<file path="src/rtl/mips16_pkg.sv">
// rtl/mips16_pkg.sv - shared opcode, field and decode definitions for the 16-bit MIPS pipeline
package mips16_pkg;

  localparam logic [3:0] OP_ADD  = 4'h0;
  localparam logic [3:0] OP_SUB  = 4'h1;
  localparam logic [3:0] OP_AND  = 4'h2;
  localparam logic [3:0] OP_OR   = 4'h3;
  localparam logic [3:0] OP_ADDI = 4'h4;
  localparam logic [3:0] OP_LW   = 4'h5;
  localparam logic [3:0] OP_SW   = 4'h6;
  localparam logic [3:0] OP_SLT  = 4'h7;
  localparam logic [3:0] OP_BEQ  = 4'h8;
  localparam logic [3:0] OP_BNE  = 4'h9;

  localparam int OP_HI = 15;
  localparam int OP_LO = 12;
  localparam int RS_HI = 11;
  localparam int RS_LO = 10;
  localparam int RT_HI = 9;
  localparam int RT_LO = 8;
  localparam int RD_HI = 7;
  localparam int RD_LO = 6;

  typedef enum logic [1:0] {
    ST_RUN   = 2'd0,
    ST_STALL = 2'd1,
    ST_FLUSH = 2'd2
  } hz_state_t;

  typedef struct packed {
    logic [1:0]      rd_used;
    logic [1:0][1:0] src;
    logic            wr_en;
    logic [1:0]      dst;
    logic            is_lw;
  } dec_t;

  function automatic dec_t decode(input logic [15:0] ir);
    logic [3:0] op;
    logic [1:0] rs;
    logic [1:0] rt;
    logic [1:0] rd;
    dec_t d;
    op = ir[OP_HI:OP_LO];
    rs = ir[RS_HI:RS_LO];
    rt = ir[RT_HI:RT_LO];
    rd = ir[RD_HI:RD_LO];
    d = '0;
    d.src[0] = rs;
    d.src[1] = rt;
    case (op)
      OP_ADD, OP_SUB, OP_AND, OP_OR, OP_SLT: begin
        d.rd_used = 2'b11;
        d.wr_en   = 1'b1;
        d.dst     = rd;
      end
      OP_ADDI: begin
        d.rd_used = 2'b01;
        d.wr_en   = 1'b1;
        d.dst     = rt;
      end
      OP_LW: begin
        d.rd_used = 2'b01;
        d.wr_en   = 1'b1;
        d.dst     = rt;
        d.is_lw   = 1'b1;
      end
      OP_SW, OP_BEQ, OP_BNE: d.rd_used = 2'b11;
      default: ;
    endcase
    // $0 is hard-wired, so writes to it never need tracking
    if (d.dst == 2'd0) d.wr_en = 1'b0;
    return d;
  endfunction

endpackage

</file>
<file path="src/rtl/hazard_scoreboard.sv">
// rtl/hazard_scoreboard.sv - per-register countdown of in-flight writes and ID read-hazard compare
module hazard_scoreboard
  import mips16_pkg::*;
#(
  parameter int WB_LAT   = 2,
  parameter int LW_EXTRA = 1
) (
  input  logic clock,
  input  logic resetn,
  input  dec_t dec,
  input  logic check_en,
  input  logic issue,
  output logic hazard
);

  // The issue cycle is the first of the latency cycles, so the countdown
  // starts one below the latency and reaches zero exactly when readable.
  localparam logic [1:0] LD_ALU = 2'(WB_LAT - 1);
  localparam logic [1:0] LD_LW  = 2'(WB_LAT + LW_EXTRA - 1);

  logic [1:0] cnt [4];

  always_ff @(negedge clock) begin
    if (!resetn) begin
      for (int r = 0; r < 4; r++) cnt[r] <= 2'd0;
    end else begin
      cnt[0] <= 2'd0;
      for (int r = 1; r < 4; r++) begin
        if (issue && dec.wr_en && dec.dst == 2'(r))
          cnt[r] <= dec.is_lw ? LD_LW : LD_ALU;
        else if (cnt[r] != 2'd0)
          cnt[r] <= cnt[r] - 2'd1;
      end
    end
  end

  always_comb begin
    hazard = 1'b0;
    for (int i = 0; i < 2; i++) begin
      if (dec.rd_used[i] && dec.src[i] != 2'd0 && cnt[dec.src[i]] != 2'd0)
        hazard = 1'b1;
    end
    hazard = hazard & check_en;
  end

endmodule

</file>
<file path="src/rtl/pipe_hazard_ctrl.sv">
// rtl/pipe_hazard_ctrl.sv - stall/flush controller: FSM, pipeline control outputs and perf counters
module pipe_hazard_ctrl
  import mips16_pkg::*;
#(
  parameter int WB_LAT   = 2,
  parameter int LW_EXTRA = 1,
  parameter int BR_FLUSH = 1
) (
  input  logic        clock,
  input  logic        resetn,
  input  logic [15:0] ifid_ir,
  input  logic        ifid_valid,
  input  logic        ex_br_taken,
  output logic        pc_write,
  output logic        ifid_write,
  output logic        idex_bubble,
  output logic        ifid_flush,
  output logic [15:0] stall_cnt,
  output logic [15:0] flush_cnt
);

  dec_t       dec;
  logic       hazard;
  logic       flush_now;
  logic       issue;
  hz_state_t  state;
  hz_state_t  state_n;
  logic [1:0] fl_cnt;
  logic [1:0] fl_n;
  logic [15:0] stall_q;
  logic [15:0] flush_q;

  assign dec       = decode(ifid_ir);
  // A taken branch squashes the ID instruction in the very cycle it resolves
  assign flush_now = ex_br_taken || (state == ST_FLUSH);
  assign issue     = resetn && ifid_valid && !hazard && !flush_now;

  hazard_scoreboard #(
    .WB_LAT   (WB_LAT),
    .LW_EXTRA (LW_EXTRA)
  ) u_scoreboard (
    .clock    (clock),
    .resetn   (resetn),
    .dec      (dec),
    .check_en (ifid_valid),
    .issue    (issue),
    .hazard   (hazard)
  );

  always_comb begin
    state_n     = state;
    fl_n        = fl_cnt;
    pc_write    = 1'b1;
    ifid_write  = 1'b1;
    idex_bubble = 1'b0;
    ifid_flush  = 1'b0;
    if (flush_now) begin
      ifid_flush  = 1'b1;
      idex_bubble = 1'b1;
      if (ex_br_taken) begin
        fl_n    = 2'(BR_FLUSH - 1);
        state_n = (BR_FLUSH > 1) ? ST_FLUSH : ST_RUN;
      end else begin
        fl_n    = fl_cnt - 2'd1;
        state_n = (fl_cnt <= 2'd1) ? ST_RUN : ST_FLUSH;
      end
    end else if (hazard) begin
      pc_write    = 1'b0;
      ifid_write  = 1'b0;
      idex_bubble = 1'b1;
      state_n     = ST_STALL;
    end else begin
      state_n = ST_RUN;
    end
    if (!resetn) begin
      pc_write    = 1'b0;
      ifid_write  = 1'b0;
      idex_bubble = 1'b1;
      ifid_flush  = 1'b1;
    end
  end

  always_ff @(negedge clock) begin
    if (!resetn) begin
      state   <= ST_RUN;
      fl_cnt  <= 2'd0;
      stall_q <= 16'd0;
      flush_q <= 16'd0;
    end else begin
      state  <= state_n;
      fl_cnt <= fl_n;
      if (hazard && !flush_now && stall_q != 16'hFFFF) stall_q <= stall_q + 16'd1;
      if (flush_now && flush_q != 16'hFFFF) flush_q <= flush_q + 16'd1;
    end
  end

  assign stall_cnt = stall_q;
  assign flush_cnt = flush_q;

endmodule

</file>
<file path="config.mk">
export PLATFORM = sky130hd
export DESIGN_NAME = pipe_hazard_ctrl
export DESIGN_NICKNAME = d
export VERILOG_FILES = /design/src/rtl/mips16_pkg.sv /design/src/rtl/hazard_scoreboard.sv /design/src/rtl/pipe_hazard_ctrl.sv
export SDC_FILE = /design/constraint.sdc
export NUM_CORES = 1
export LEC_CHECK = 0
export CAP_MARGIN = 0
export CORE_ASPECT_RATIO = 1.4
export CORE_MARGIN = 5
export CORE_UTILIZATION = 50
export CTS_CLUSTER_SIZE = 24
export DETAILED_ROUTE_END_ITERATION = 16
export PLACE_DENSITY = 0.88
export SLEW_MARGIN = 10
export SYNTH_ARGS = -nofsm -noshare
export SYNTH_HDL_FRONTEND = slang
export SYNTH_SLANG_ARGS = --single-unit
export TNS_END_PERCENT = 100
</file>
<file path="constraint.sdc">
create_clock -name clock -period 3 [get_ports clock]
set_input_delay 0.6 -clock clock [delete_from_list [all_inputs] [get_ports clock]]
set_output_delay 0.6 -clock clock [all_outputs]
set_load 0.1 [all_outputs]
</file>
==> results of run 1 <==
-- repair_timing --
item / in CTS
pin swaps: 24
setup endpoints to repair: 81
cloned: 2
gates resized for setup: 95
buffers inserted: 43
hold endpoints to repair: 0
-- cell families after synthesis --
| kind of cell | Yosys count |
|---|---|
| compound gates | 59 |
| xor+xnor | 13 |
| fa+ha+maj | 6 |
| buf+inv | 27 |
| flops | 42 |
| mux | 10 |
| simple gates | 120 |
-- through the flow --
stage               setup TNS, ns  util, %
floorplan                  -16.90        -
global placement           -39.94     76.2
detailed placement         -42.28     76.2
CTS                        -18.66     95.9
==> qor.txt, run 1 <==
IO buf count -> 49
Syn Area/Cell -> 8.68 um2
Core Rows -> 30
TritonCTS Buffers -> 5
Synth unique cells -> 49
Post-synthesis async set-or-reset flop share -> 0%
First Err -> [ERROR DPL-0038] Utilization greater than 100%, impossible to legalize
Post-DP Area -> 3630 um2
Register area share after synthesis -> 37.5%
Post-Synthesis Cells -> 277
CTS Buffer Depth -> 2
Die H -> 92.1 um
# placed instances -> 409
Post-Syn Area -> 2400 um2
Top post-synthesis cells by count -> dfxtp_1, nor2_1, a21oi_1
CTS Sinks -> 42
Post-synthesis mux area share -> 4.21%
Final HPWL DP -> 5.35 mm
Pin count of the biggest net entering global routing -> 20
Synth Area in Adders -> 3.12%
Synth Flop Type -> dfxtp_1
Initial Utilization -> 50.4%
Post-synth EDFFs -> 6
Status -> stopped before the end
Seq cells post-synth -> 42
Most common cell in the synthesized netlist -> dfxtp_1
DP Worst Slack -> -1.12 ns
Post-synthesis compound-gate area fraction -> 17.7%
Area share of the largest cell type after synthesis -> 30.0%
H-tree levels -> 2
Syn_nets -> 303
Worst endpoint after global-route timing repair -> idex_bubble
Stop stage -> global routing (5_1_grt)
Chip width -> 68.6 um
Yosys top cell by area -> dfxtp_1
Synth warn -> 0
Simple-Gate Fraction of Synth Area -> 27.7%
Main combinational cell family by area after synthesis -> simple AND/OR/NAND/NOR gates
Top cells by area, synth -> dfxtp_1, edfxtp_1, xnor2_1, mux2i_1, nor2_1
Worst-path end type -> primary output
Root Buffer -> clkbuf_8
Post-synthesis xor/xnor area fraction -> 4.73%
Ports -> 56
Placer congestion estimate -> 0.854
Hold Buf Count CTS -> 0
==> run 2, diff against run 1 <==
--- a/config.mk
+++ b/config.mk
@@ -6,12 +6,10 @@
 export NUM_CORES = 1
 export LEC_CHECK = 0
 export CAP_MARGIN = 0
-export CORE_ASPECT_RATIO = 1.4
 export CORE_MARGIN = 5
-export CORE_UTILIZATION = 50
-export CTS_CLUSTER_SIZE = 24
+export CORE_UTILIZATION = 36
 export DETAILED_ROUTE_END_ITERATION = 16
-export PLACE_DENSITY = 0.88
+export PLACE_DENSITY_LB_ADDON = 0.15
 export SLEW_MARGIN = 10
 export SYNTH_ARGS = -nofsm -noshare
 export SYNTH_HDL_FRONTEND = slang
==> qor.txt, run 2 <==
CTS Sinks -> 42 (unchanged)
Clock Skew -> 0.0195 ns
Seq cells post-synth -> 42 (unchanged)
Area share of the largest cell type after synthesis -> 30.0% (unchanged)
Top post-synthesis cells by count -> dfxtp_1, nor2_1, a21oi_1
Yosys top cell by area -> dfxtp_1
RR Endpoint -> stall_cnt[13]
Flop pwr share -> 31.6%
Final WL -> 8.61 mm
Area Overhead vs Synth -> 102%
RSZ-0062 raised after global routing -> true
Post-Synthesis Cells -> 277 (unchanged)
Hold Buf Count CTS -> 0 (unchanged)
Critical Path AT -> 3.55 ns
Most common cell after layout, fill and taps aside -> buf_4
Full die area -> 8410 um2
Status -> finished with violations
Syn Area/Cell -> 8.68 um2 (unchanged)
Clock power frac -> 33.6%
Startpoint Class -> register
Pin count of the biggest net entering global routing -> 20
Total number of vias -> 2954
VDD IR-drop max -> 0.276 mV
NetSw -> 0.770 mW
CTS Buffer Depth -> 2 (unchanged)
Worst hold start -> fl_cnt[1]
Switching share of power -> 37.2%
Final Max Slew Viols -> 0
Most frequent cells in the layout -> buf_4, inv_1, buf_12
Core Rows -> 29 (-3.3%)
CP startpoint -> u_scoreboard.cnt[3][0]
Setup Viol. Count Final -> 40
Synth Flop Type -> dfxtp_1
# placed instances -> 424 (+3.7%)
GRT Total Usage -> 19.4%
Top cells by area, synth -> dfxtp_1, edfxtp_1, xnor2_1, mux2i_1, nor2_1
Slowest cell on crit path -> edfxtp_1
Max-cap viol count -> 0
Root Buffer -> clkbuf_8
Initial antenna violation count -> 0
Nets -> 483
Layout Cells excl Fill -> 535
Failing checks -> negative setup slack
PwrDens -> 425 nW/um2
Antenna-violating nets left -> 0
Synth warn -> 0 (unchanged)
CP max FO -> 3
Pint -> 1.30 mW
H-tree levels -> 2 (unchanged)
Clk slew on worst S/H paths -> 0.04 ns
Core Footprint -> 6420 um2
Slew margin rel. -> 32.0%
DRC errors left -> 0
Placer congestion estimate -> 0.772 (-9.6%)
Syn_nets -> 303 (unchanged)
Crit path kind -> reg2out
Synth unique cells -> 49 (unchanged)
Die H -> 91.7 um (-0.35%)
TritonCTS Buffers -> 5 (unchanged)
Most common cell in the synthesized netlist -> dfxtp_1
Fillcell total -> 423
Gr ovfl total -> 0
Share of layout cells above drive strength 1 -> 51.7%
Cells along the critical path -> o211ai_1 -> o221ai_2 -> a32oi_2 -> buf_12 -> buf_6 -> nor3_4 -> nor2_4 -> buf_12
Ports -> 56 (unchanged)
R2R setup slack -> 0.66 ns
TritonCTS clock tree -> done
Final Worst Setup Slack -> -1.15 ns
Final HPWL DP -> 4.53 mm (-15%)
Worst Max-Slew Pin Slew -> 1.02 ns
IO buf count -> 49 (unchanged)
First-pass GRT wire length -> 13.4 mm
CP required -> 2.40 ns
# diodes -> 0
First-pass DRT Iterations -> 4
R2R depth -> 7
Number of global-route vias before repair -> 2977
Hold Slack -> 0.474 ns
DR vias/cell -> 5.52
Register area share after synthesis -> 37.5% (unchanged)
Post-synth EDFFs -> 6 (unchanged)
Combinational power share -> 34.9%
Initial Utilization -> 37.4% (-13 points)
Most used cell, CP -> buf_12
Clock Latency Late Sink -> 0.37 ns
Post-synthesis async set-or-reset flop share -> 0% (unchanged)
Post-Syn Area -> 2400 um2 (unchanged)
Detailed router's first-iteration violation count -> 96
WL/cell -> 16.1 um
Slowest cell delay on critical path -> 0.43 ns
Hold Fails Final Rpt -> 0
Worst Hold Class -> reg2reg
Chip width -> 91.7 um (+34%)
Critical Path End -> pc_write
Worst setup EP type -> output pin
P_leak -> 2.08 nW
R2r startpoint -> stall_cnt[9]
==> run 2: cell counts after synthesis <==
No cell type changed its count.
==> run 2: power groups by stage <==
stage | logic (mW) | clock network, mW | registers, mW
finish | 0.721 | 0.694 | 0.653
CTS | 0.624 | 0.707 | 0.650
global route | 0.777 | 0.772 | 0.656
detailed placement | 0.476 | 0.0872 | 0.685
floorplan | 0.276 | 0.0872 | 0.707
global placement | 0.467 | 0.0872 | 0.682
==> run 2: metal layers <==
layer / wire length, um / share of wire, % / vias up / track usage, %
met5: 0 / 0 / - / 0
met1: 3620 / 42 / 1433 / 23.0
met4: 165 / 1.9 / 0 / 9.03
li1: - / - / 1405 / -
met2: 4390 / 51 / 101 / 31.9
met3: 432 / 5.0 / 15 / 6.14
==> run 2: cell type report <==
cell class              count  area [um2]  share of cell area (%)
clock buffers               5        68.8                    1.41
clock inverters            45         201                    4.14
inverters                  11        45.0                   0.926
multi-input cells         208        1740                    35.8
flip-flops and latches     42        1020                    21.0
well taps                  77        96.3                    1.98
repair buffers            147        1690                    34.8
==> run 2: worst min-delay path by stage <==
stage	endpoint	slack, ns	cells after the start
final	state[1]	0.47	2
after global routing	state[1]	0.51	2
after global placement	state[1]	0.46	2
after CTS	state[1]	0.47	2
after detailed placement	state[1]	0.47	2
after floorplan	state[1]	0.44	2
==> run 2: repair_timing <==
item | in CTS | in global routing
setup endpoints to repair | 81 | 65
gates cloned | 1 | 1
pin swaps | 16 | 21
resized for setup | 115 | 43
buffers inserted | 49 | 17
==> run 2: kinds of logic (layout without fill, tap and decap cells) <==
kind of cell,after synthesis,in the layout,share of synthesized area (%)
AOI/OAI and AO/OA,59,59,17.7
buffers and inverters,27,208,4.99
DFF,42,42,37.5
xor gates and xnor gates,13,13,4.73
muxes,10,10,4.21
and+or+nand+nor,120,120,27.7
adders and majority gates,6,6,3.12
==> run 2: stage by stage <==
stage | worst slack [ns] | TNS (ns) | power (mW) | area, um2 | util [%]
6_report | -1.15 | -17.47 | 2.07 | 4870 | 75.8
5_1_grt | -1.25 | -20.25 | 2.20 | 4870 | 75.8
4_1_cts | -1.15 | -13.73 | 1.98 | 4590 | 71.5
3_5_place_dp | -1.10 | -42.31 | 1.25 | 3660 | 57.0
3_3_place_gp | -1.06 | -40.91 | 1.24 | 3660 | 57.0
2_1_floorplan | -1.20 | -16.90 | 1.07 | 2550 | -
==> run 2: critical path: cells and delay by family, from the launching register on <==
kind	cells	cell delay (ns)
AOI/OAI and AO/OA	3	0.63
and+or+nand+nor	2	0.19
DFF	1	0.43
buffers and inverters	3	0.44
Note: power is estimated with default switching activity, not from simulation.
==> run 3, diff against run 2 <==
--- a/config.mk
+++ b/config.mk
@@ -7,9 +7,9 @@
 export LEC_CHECK = 0
 export CAP_MARGIN = 0
 export CORE_MARGIN = 5
-export CORE_UTILIZATION = 36
+export CORE_UTILIZATION = 50
 export DETAILED_ROUTE_END_ITERATION = 16
-export PLACE_DENSITY_LB_ADDON = 0.15
+export PLACE_DENSITY = 0.8
 export SLEW_MARGIN = 10
 export SYNTH_ARGS = -nofsm -noshare
 export SYNTH_HDL_FRONTEND = slang
==> qor.txt, run 3 <==
Die H -> 79.4 um (-13%)
Yosys top cell by area -> dfxtp_1
Seq cells post-synth -> 42 (unchanged)
Top cells by area, synth -> dfxtp_1, edfxtp_1, xnor2_1, mux2i_1, nor2_1
Syn Area/Cell -> 8.68 um2 (unchanged)
Root Buffer -> clkbuf_8
Top post-synthesis cells by count -> dfxtp_1, nor2_1, a21oi_1
Post-synthesis async set-or-reset flop share -> 0% (unchanged)
Worst-path end type -> primary output
Post-synth EDFFs -> 6 (unchanged)
CTS Buffer Depth -> 2 (unchanged)
Status -> stopped before the end
Synth warn -> 0 (unchanged)
Final HPWL DP -> 4.82 mm (+6.4%)
Synth unique cells -> 49 (unchanged)
Core Rows -> 25 (-14%)
CTS Sinks -> 42 (unchanged)
Chip width -> 79.4 um (-13%)
Synth Flop Type -> dfxtp_1
Post-Syn Area -> 2400 um2 (unchanged)
IO buf count -> 49 (unchanged)
Pin count of the biggest net entering global routing -> 19
Area share of the largest cell type after synthesis -> 30.0% (unchanged)
Post-Synthesis Cells -> 277 (unchanged)
Ports -> 56 (unchanged)
Register area share after synthesis -> 37.5% (unchanged)
Stop stage -> global routing (5_1_grt)
First Err -> [ERROR DPL-0038] Utilization greater than 100%, impossible to legalize
Initial Utilization -> 51.3% (+14 points)
# placed instances -> 402 (-5.2%)
Worst endpoint after global-route timing repair -> pc_write
H-tree levels -> 2 (unchanged)
Syn_nets -> 303 (unchanged)
Most common cell in the synthesized netlist -> dfxtp_1
TritonCTS Buffers -> 5 (unchanged)
Placer congestion estimate -> 0.853 (+10%)
Hold Buf Count CTS -> 0 (unchanged)
## run 3: per-stage QoR
step                      TNS, ns  setup slack (ns)  instance area (um2)  hold WS, ns  utilization (%)
after floorplan            -16.90             -1.20                 2550        0.445                -
after CTS                  -22.04             -1.18                 4530        0.479             96.6
after detailed placement   -43.34             -1.13                 3640        0.480             77.6
after global placement     -40.52             -1.03                 3640        0.466             77.6
## run 3: cells by family after synthesis
| logic type | share of synthesized area [%] |
|---|---|
| adder cells (fa/ha/maj) | 3.12 |
| AND/OR/NAND/NOR | 27.7 |
| AO/OA/AOI/OAI | 17.7 |
| flip-flops | 37.5 |
| XOR/XNOR | 4.73 |
| multiplexers | 4.21 |
| buffers and inverters | 4.99 |
## run 3: repair_timing
item / CTS
endpoints found under the setup margin: 81
pin swaps: 20
hold endpoints to repair: 0
gates cloned: 3
buffers inserted: 43
resized for setup: 88
